`src/rtl/multicycle_ctrl.sv`:
```
// Main control FSM for the multi-cycle RV32I subset (lw, sw, R/I-ALU, beq, jal).
// Sequences the shared ALU, register file, IR and unified memory port across cycles.
module multicycle_ctrl (
  input  logic       clk,
  input  logic       rst_n,
  input  logic [6:0] op,
  input  logic [2:0] funct3,
  input  logic       funct7b5,
  input  logic       zero,
  input  logic       mem_ready,
  output logic       mem_req,
  output logic       AdrSrc,
  output logic       IRWrite,
  output logic       PCWrite,
  output logic       RegWrite,
  output logic       MemWrite,
  output logic [1:0] ImmSrc,
  output logic [1:0] ALUSrcA,
  output logic [1:0] ALUSrcB,
  output logic [1:0] ResultSrc,
  output logic [2:0] ALUControl,
  output logic       illegal,
  output logic [3:0] state
);

  localparam int unsigned StateW = 4;

  localparam logic [6:0] OpLw   = 7'b0000011;
  localparam logic [6:0] OpSw   = 7'b0100011;
  localparam logic [6:0] OpR    = 7'b0110011;
  localparam logic [6:0] OpI    = 7'b0010011;
  localparam logic [6:0] OpBeq  = 7'b1100011;
  localparam logic [6:0] OpJal  = 7'b1101111;

  localparam logic [2:0] AluAdd = 3'b000;
  localparam logic [2:0] AluSub = 3'b001;
  localparam logic [2:0] AluAnd = 3'b010;
  localparam logic [2:0] AluOr  = 3'b011;
  localparam logic [2:0] AluSlt = 3'b101;

  typedef enum logic [StateW-1:0] {
    S_FETCH    = 4'd0,
    S_DECODE   = 4'd1,
    S_MEMADR   = 4'd2,
    S_MEMREAD  = 4'd3,
    S_MEMWB    = 4'd4,
    S_MEMWRITE = 4'd5,
    S_EXECR    = 4'd6,
    S_EXECI    = 4'd7,
    S_ALUWB    = 4'd8,
    S_BEQ      = 4'd9,
    S_JAL      = 4'd10,
    S_ILLEGAL  = 4'd11
  } state_t;

  state_t     state_q, state_d;
  logic       illegal_q;
  logic [2:0] alu_dec;
  logic       req_s, irw_s, pcw_s, rgw_s, mw_s;

  // State register and sticky illegal flag
  always_ff @(posedge clk or negedge rst_n) begin
    if (!rst_n) begin
      state_q   <= S_FETCH;
      illegal_q <= 1'b0;
    end else begin
      state_q   <= state_d;
      illegal_q <= illegal_q | (state_d == S_ILLEGAL);
    end
  end

  // ALU operation for register/immediate arithmetic
  always_comb begin
    alu_dec = AluAdd;
    case (funct3)
      3'b000:  alu_dec = (funct7b5 & op[5]) ? AluSub : AluAdd;
      3'b010:  alu_dec = AluSlt;
      3'b110:  alu_dec = AluOr;
      3'b111:  alu_dec = AluAnd;
      default: alu_dec = AluAdd;
    endcase
  end

  // Immediate format follows the latched opcode in every state
  always_comb begin
    ImmSrc = 2'b00;
    case (op)
      OpSw:    ImmSrc = 2'b01;
      OpBeq:   ImmSrc = 2'b10;
      OpJal:   ImmSrc = 2'b11;
      default: ImmSrc = 2'b00;
    endcase
  end

  // Next-state and datapath control
  always_comb begin
    state_d    = state_q;
    req_s      = 1'b0;
    AdrSrc     = 1'b0;
    irw_s      = 1'b0;
    pcw_s      = 1'b0;
    rgw_s      = 1'b0;
    mw_s       = 1'b0;
    ALUSrcA    = 2'b00;
    ALUSrcB    = 2'b00;
    ResultSrc  = 2'b00;
    ALUControl = AluAdd;
    case (state_q)
      S_FETCH: begin
        req_s     = 1'b1;
        ALUSrcB   = 2'b10;
        ResultSrc = 2'b10;
        irw_s     = mem_ready;
        pcw_s     = mem_ready;
        if (mem_ready) state_d = S_DECODE;
      end
      S_DECODE: begin
        ALUSrcA = 2'b01;
        ALUSrcB = 2'b01;
        case (op)
          OpLw, OpSw: state_d = S_MEMADR;
          OpR:        state_d = S_EXECR;
          OpI:        state_d = S_EXECI;
          OpBeq:      state_d = S_BEQ;
          OpJal:      state_d = S_JAL;
          default:    state_d = S_ILLEGAL;
        endcase
      end
      S_MEMADR: begin
        ALUSrcA = 2'b10;
        ALUSrcB = 2'b01;
        state_d = op[5] ? S_MEMWRITE : S_MEMREAD;
      end
      S_MEMREAD: begin
        req_s  = 1'b1;
        AdrSrc = 1'b1;
        if (mem_ready) state_d = S_MEMWB;
      end
      S_MEMWB: begin
        ResultSrc = 2'b01;
        rgw_s     = 1'b1;
        state_d   = S_FETCH;
      end
      S_MEMWRITE: begin
        req_s  = 1'b1;
        mw_s   = 1'b1;
        AdrSrc = 1'b1;
        if (mem_ready) state_d = S_FETCH;
      end
      S_EXECR: begin
        ALUSrcA    = 2'b10;
        ALUControl = alu_dec;
        state_d    = S_ALUWB;
      end
      S_EXECI: begin
        ALUSrcA    = 2'b10;
        ALUSrcB    = 2'b01;
        ALUControl = alu_dec;
        state_d    = S_ALUWB;
      end
      S_ALUWB: begin
        rgw_s   = 1'b1;
        state_d = S_FETCH;
      end
      S_BEQ: begin
        ALUSrcA    = 2'b10;
        ALUControl = AluSub;
        pcw_s      = zero;
        state_d    = S_FETCH;
      end
      S_JAL: begin
        // PC loads the target already in ALUOut while the ALU forms OldPC+4 for rd
        ALUSrcA = 2'b01;
        ALUSrcB = 2'b10;
        pcw_s   = 1'b1;
        state_d = S_ALUWB;
      end
      S_ILLEGAL: state_d = S_ILLEGAL;
      default:   state_d = S_ILLEGAL;
    endcase
  end

  // Strobes are held low asynchronously while reset is asserted
  assign mem_req  = rst_n & req_s;
  assign IRWrite  = rst_n & irw_s;
  assign PCWrite  = rst_n & pcw_s;
  assign RegWrite = rst_n & rgw_s;
  assign MemWrite = rst_n & mw_s;
  assign illegal  = illegal_q;
  assign state    = state_q;

endmodule

```
`config.mk`:
```
export PLATFORM = sky130hd
export DESIGN_NAME = multicycle_ctrl
export DESIGN_NICKNAME = d
export VERILOG_FILES = /design/src/rtl/multicycle_ctrl.sv
export SDC_FILE = /design/constraint.sdc
export NUM_CORES = 1
export LEC_CHECK = 0
export ABC_CLOCK_PERIOD_IN_PS = 4000
export BUFFER_PORTS_ARGS = -buffer_cell sky130_fd_sc_hd__buf_2
export CAP_MARGIN = 25
export CORE_MARGIN = 2
export CORE_UTILIZATION = 42
export DETAILED_ROUTE_END_ITERATION = 8
export PLACE_DENSITY_LB_ADDON = 0.05
export SYNTH_ARGS = -nofsm -noshare
export SYNTH_HDL_FRONTEND = slang
export SYNTH_SLANG_ARGS = --single-unit
```
`constraint.sdc`:
```
create_clock -name clk -period 4 [get_ports clk]
set_input_delay 0.4 -clock clk [delete_from_list [all_inputs] [get_ports clk]]
set_output_delay 0.4 -clock clk [all_outputs]
set_load 0.02 [all_outputs]
```
==> PnR_summary.wiki <==
{| class="wikitable"
! Metric !! Value
|-
| Leakage power || 0.4099 nW
|-
| Placed wire-length estimate after detailed placement || 1.324 mm
|-
| DP Area || 847.1 µm²
|-
| Clock latency at the later pin of the worst-skew pair || 0.25 ns
|-
| Cell area after synthesis || around 710 µm²
|-
| RSZ-0062 raised after global routing || no
|-
| Antenna cells || 0
|-
| Post-layout net count || 144
|-
| Total grt overflow || 0
|-
| Synthesized Nets || 111
|-
| Final period utilization || 0.5722
|-
| Arrival time at the worst endpoint || 1.89 ns
|-
| Global-route wire length before repair || 2.794 mm
|-
| Number of antenna violations at the first check in global routing || 0
|-
| Initial core utilization || 0.4610
|-
| Largest net degree at the start of global routing || 29
|-
| Register bit total from synthesis || 5
|-
| Maximum buffer depth of the clock tree || 2
|-
| DRC Markers || 0
|-
| Std-Cell Rows || 14
|-
| MaxCap Viol Count || 0
|-
| Synthesized area divided by synthesized cell count || around 7.4 µm²
|-
| Number of resized instances in the post-cts repair step || 0
|-
| Post-synth top flop || sky130_fd_sc_hd__dfrtp_1
|-
| Worst path top cell family by delay || simple AND/OR/NAND/NOR gates
|-
| Post-layout instance area || 884.6 µm²
|-
| Total number of clock tree sinks || 5
|-
| Tot GR Track Use || 0.1814
|-
| DIE WIDTH || 45.14 µm
|-
| Number of setup violations in the final report || 0
|-
| Achievable frequency || 436.9 MHz
|-
| Clk root buf || sky130_fd_sc_hd__clkbuf_4
|-
| Number of top-level pins || 37
|-
| Worst setup slack after layout || ~1.7 ns
|-
| Post-CTS Setup Inserts || 0
|-
| Biggest area consumer among synthesized cells || sky130_fd_sc_hd__dfrtp_1
|-
| Yosys warnings || 0
|-
| Ratio of cells with drive above 1 in the final layout || 0.3750
|-
| CP max stage cell || sky130_fd_sc_hd__dfrtp_1
|-
| TritonCTS clock tree || yes
|-
| Synthesis-to-finish area growth || 24.47%
|-
| Pin slew with the least headroom to its limit || 0.8669 ns
|-
| 1st-pass router iterations || 4
|-
| Delay contributed by the slowest stage of the critical path || 0.62 ns
|-
| Depth of the CTS H-tree || 1
|-
| Routed via count || 814
|-
| Area fraction of the dominant cell type after synthesis || 0.1761
|-
| Worst Path Buf+Inv || 1
|-
| Reg clk slew, reported paths || 0.05 ns
|-
| Wire length reported by the detailed router || 1.808 mm
|-
| PortBufs || 36
|-
| Required time of the worst setup path || 3.60 ns
|-
| Clock period minus worst slack || 2.289 ns
|-
| Initial drt markers || 20
|-
| Die outline area || 2037 µm²
|-
| Startpoint types || register
|-
| Die height || 45.14 µm
|-
| Outcome || complete, no violations
|-
| Classification of the worst-slack hold path || in2reg
|-
| Top cells by area, synth || sky130_fd_sc_hd__dfrtp_1 (18%), sky130_fd_sc_hd__a21oi_1 (6.3%), sky130_fd_sc_hd__buf_4 (5.3%)
|-
| Total CTS buffers || 3
|-
| Endpoint class of the critical path || output pin
|-
| Unique cell type count in the Yosys netlist || 41
|-
| CTS Hold Bufs || 1
|-
| Share of the yosys chip area belonging to registers || 0.1761
|-
| Mapped Cells || 96
|-
| Worst slack at placement || a little under 2 ns
|-
| Routed Antenna Nets || 0
|-
| Average detailed-routed wire length per instance || between 10 and 15 µm
|-
| Fill count || 164
|-
| Maximum fanout count along the critical path || 21
|-
| Most common library cells after synthesis || sky130_fd_sc_hd__a21oi_1 (9), sky130_fd_sc_hd__nor2_1 (9), sky130_fd_sc_hd__nand2_1 (8)
|-
| Max-slew headroom at the worst pin || 0.4221
|-
| Series of cell instances along the critical path || or3b_1, a21oi_1, a31oi_1, nor3b_2, buf_2
|-
| Setup Crit Path Kind || reg2out
|-
| Final number of hold-violating endpoints || 0
|-
| Highest ir drop seen on vdd || 0.5571 mV
|-
| Setup tns final || 0 ns
|-
| Number of enable flip-flop cells after synthesis || 0
|-
| Weighted congestion reported at the end of routability-driven placement || slightly above 0.8
|-
| Number of global-route vias before repair || 670
|-
| Share of flip-flops with an asynchronous set or reset after synthesis || 1.000
|-
| Via/cell ratio || 5.653
|-
| Layout Skew || about 0.0023 ns
|-
| Final max-slew violation count || 0
|-
| Area of the core || approximately 1500 µm²
|-
| Power density of the placed cells || 787.6 nW/µm²
|}
==> metrics by stage <==
stage / std cells / util / hold slack [ns] / power (mW)
after floorplan: 96 / - / 0.1044 / 0.5499
after global placement: 139 / 0.5495 / 0.2477 / 0.6326
after detailed placement: 139 / 0.5495 / 0.2508 / 0.6380
after CTS: 144 / 0.5739 / 0.4220 / 0.7015
after global routing: 144 / 0.5739 / 0.4392 / 0.7589
final: 144 / 0.5739 / 0.4285 / 0.6967
==> report_power, final <==
| part | leakage (nW) | switching (mW) | internal, mW | total, mW |
|---|---|---|---|---|
| clock network | 0.0177 | 0.0242 | 0.0364 | 0.0606 |
| logic | 0.334 | 0.256 | 0.196 | 0.453 |
| registers | 0.0585 | 0.114 | 0.0690 | 0.183 |
==> state kept, by name, summed over array words and instances (netlist names) <==
name,count
illegal,1
state,4
==> cell type report <==
cell class | count | area (µm²) | area share
Clock buffer | 3 | 22.52 | 0.02546
Inverter | 3 | 11.26 | 0.01273
Clock inverter | 1 | 5.005 | 0.005658
Timing Repair Buffer | 37 | 190.2 | 0.2150
Tap cell | 16 | 20.02 | 0.02263
Sequential cell | 5 | 125.1 | 0.1414
Multi-Input combinational cell | 79 | 510.5 | 0.5771
==> path summary, 6_finish.rpt <==
path	startpoint	endpoint	slack, ns	cells past startpoint
max in group asynchronous	rst_n	state[2]$_DFF_PN0_	3.31	2
hold / removal	op[4]	state[2]$_DFF_PN0_	0.43	3
min in group asynchronous	rst_n	state[3]$_DFF_PN0_	0.52	2
setup / recovery	state[3]$_DFF_PN0_	PCWrite	1.71	5
hold reg to reg	illegal$_DFF_PN0_	illegal$_DFF_PN0_	0.45	1
setup reg to reg	state[2]$_DFF_PN0_	illegal$_DFF_PN0_	2.27	4
==> cells in the final DEF (no fill, tap or decap), types with 2 or more instances in the layout <==
cell and count:
sky130_fd_sc_hd__nor4_1 2, sky130_fd_sc_hd__nand3_1 4, sky130_fd_sc_hd__inv_1 3, sky130_fd_sc_hd__o22ai_1 2, sky130_fd_sc_hd__a31oi_1 2, sky130_fd_sc_hd__nor2_1 9, sky130_fd_sc_hd__nor3_1 4, sky130_fd_sc_hd__nand2_1 8
sky130_fd_sc_hd__a21oi_1 9, sky130_fd_sc_hd__or2_2 2, sky130_fd_sc_hd__nor4b_1 2, sky130_fd_sc_hd__clkbuf_4 3, sky130_fd_sc_hd__o21ai_0 5, sky130_fd_sc_hd__o32ai_1 2, sky130_fd_sc_hd__nand2b_1 4, sky130_fd_sc_hd__buf_2 36
sky130_fd_sc_hd__xnor2_1 2, sky130_fd_sc_hd__dfrtp_1 5
==> tightest hold or removal path: stages <==
cell                      delay, ns
sky130_fd_sc_hd__buf_2         0.11
sky130_fd_sc_hd__nand2_1       0.05
sky130_fd_sc_hd__o32ai_1       0.07
==> routing by layer <==
metal	routed length, µm	GRT usage	vias to the layer above	share of wire
met4	8	0.07059	0	0.0044
met2	860	0.3086	29	0.48
met3	111	0.01200	2	0.061
li1	-	-	416	-
met5	0	0	-	0
met1	828	0.2377	367	0.46
==> cell families after synthesis <==
kind of cell | after synthesis | share of synthesized area
simple gates | 48 | 0.4190
flops | 5 | 0.1761
compound gates | 28 | 0.2623
buf+inv | 12 | 0.1056
xor+xnor | 3 | 0.03698
Power figures use the tool's default switching activity.
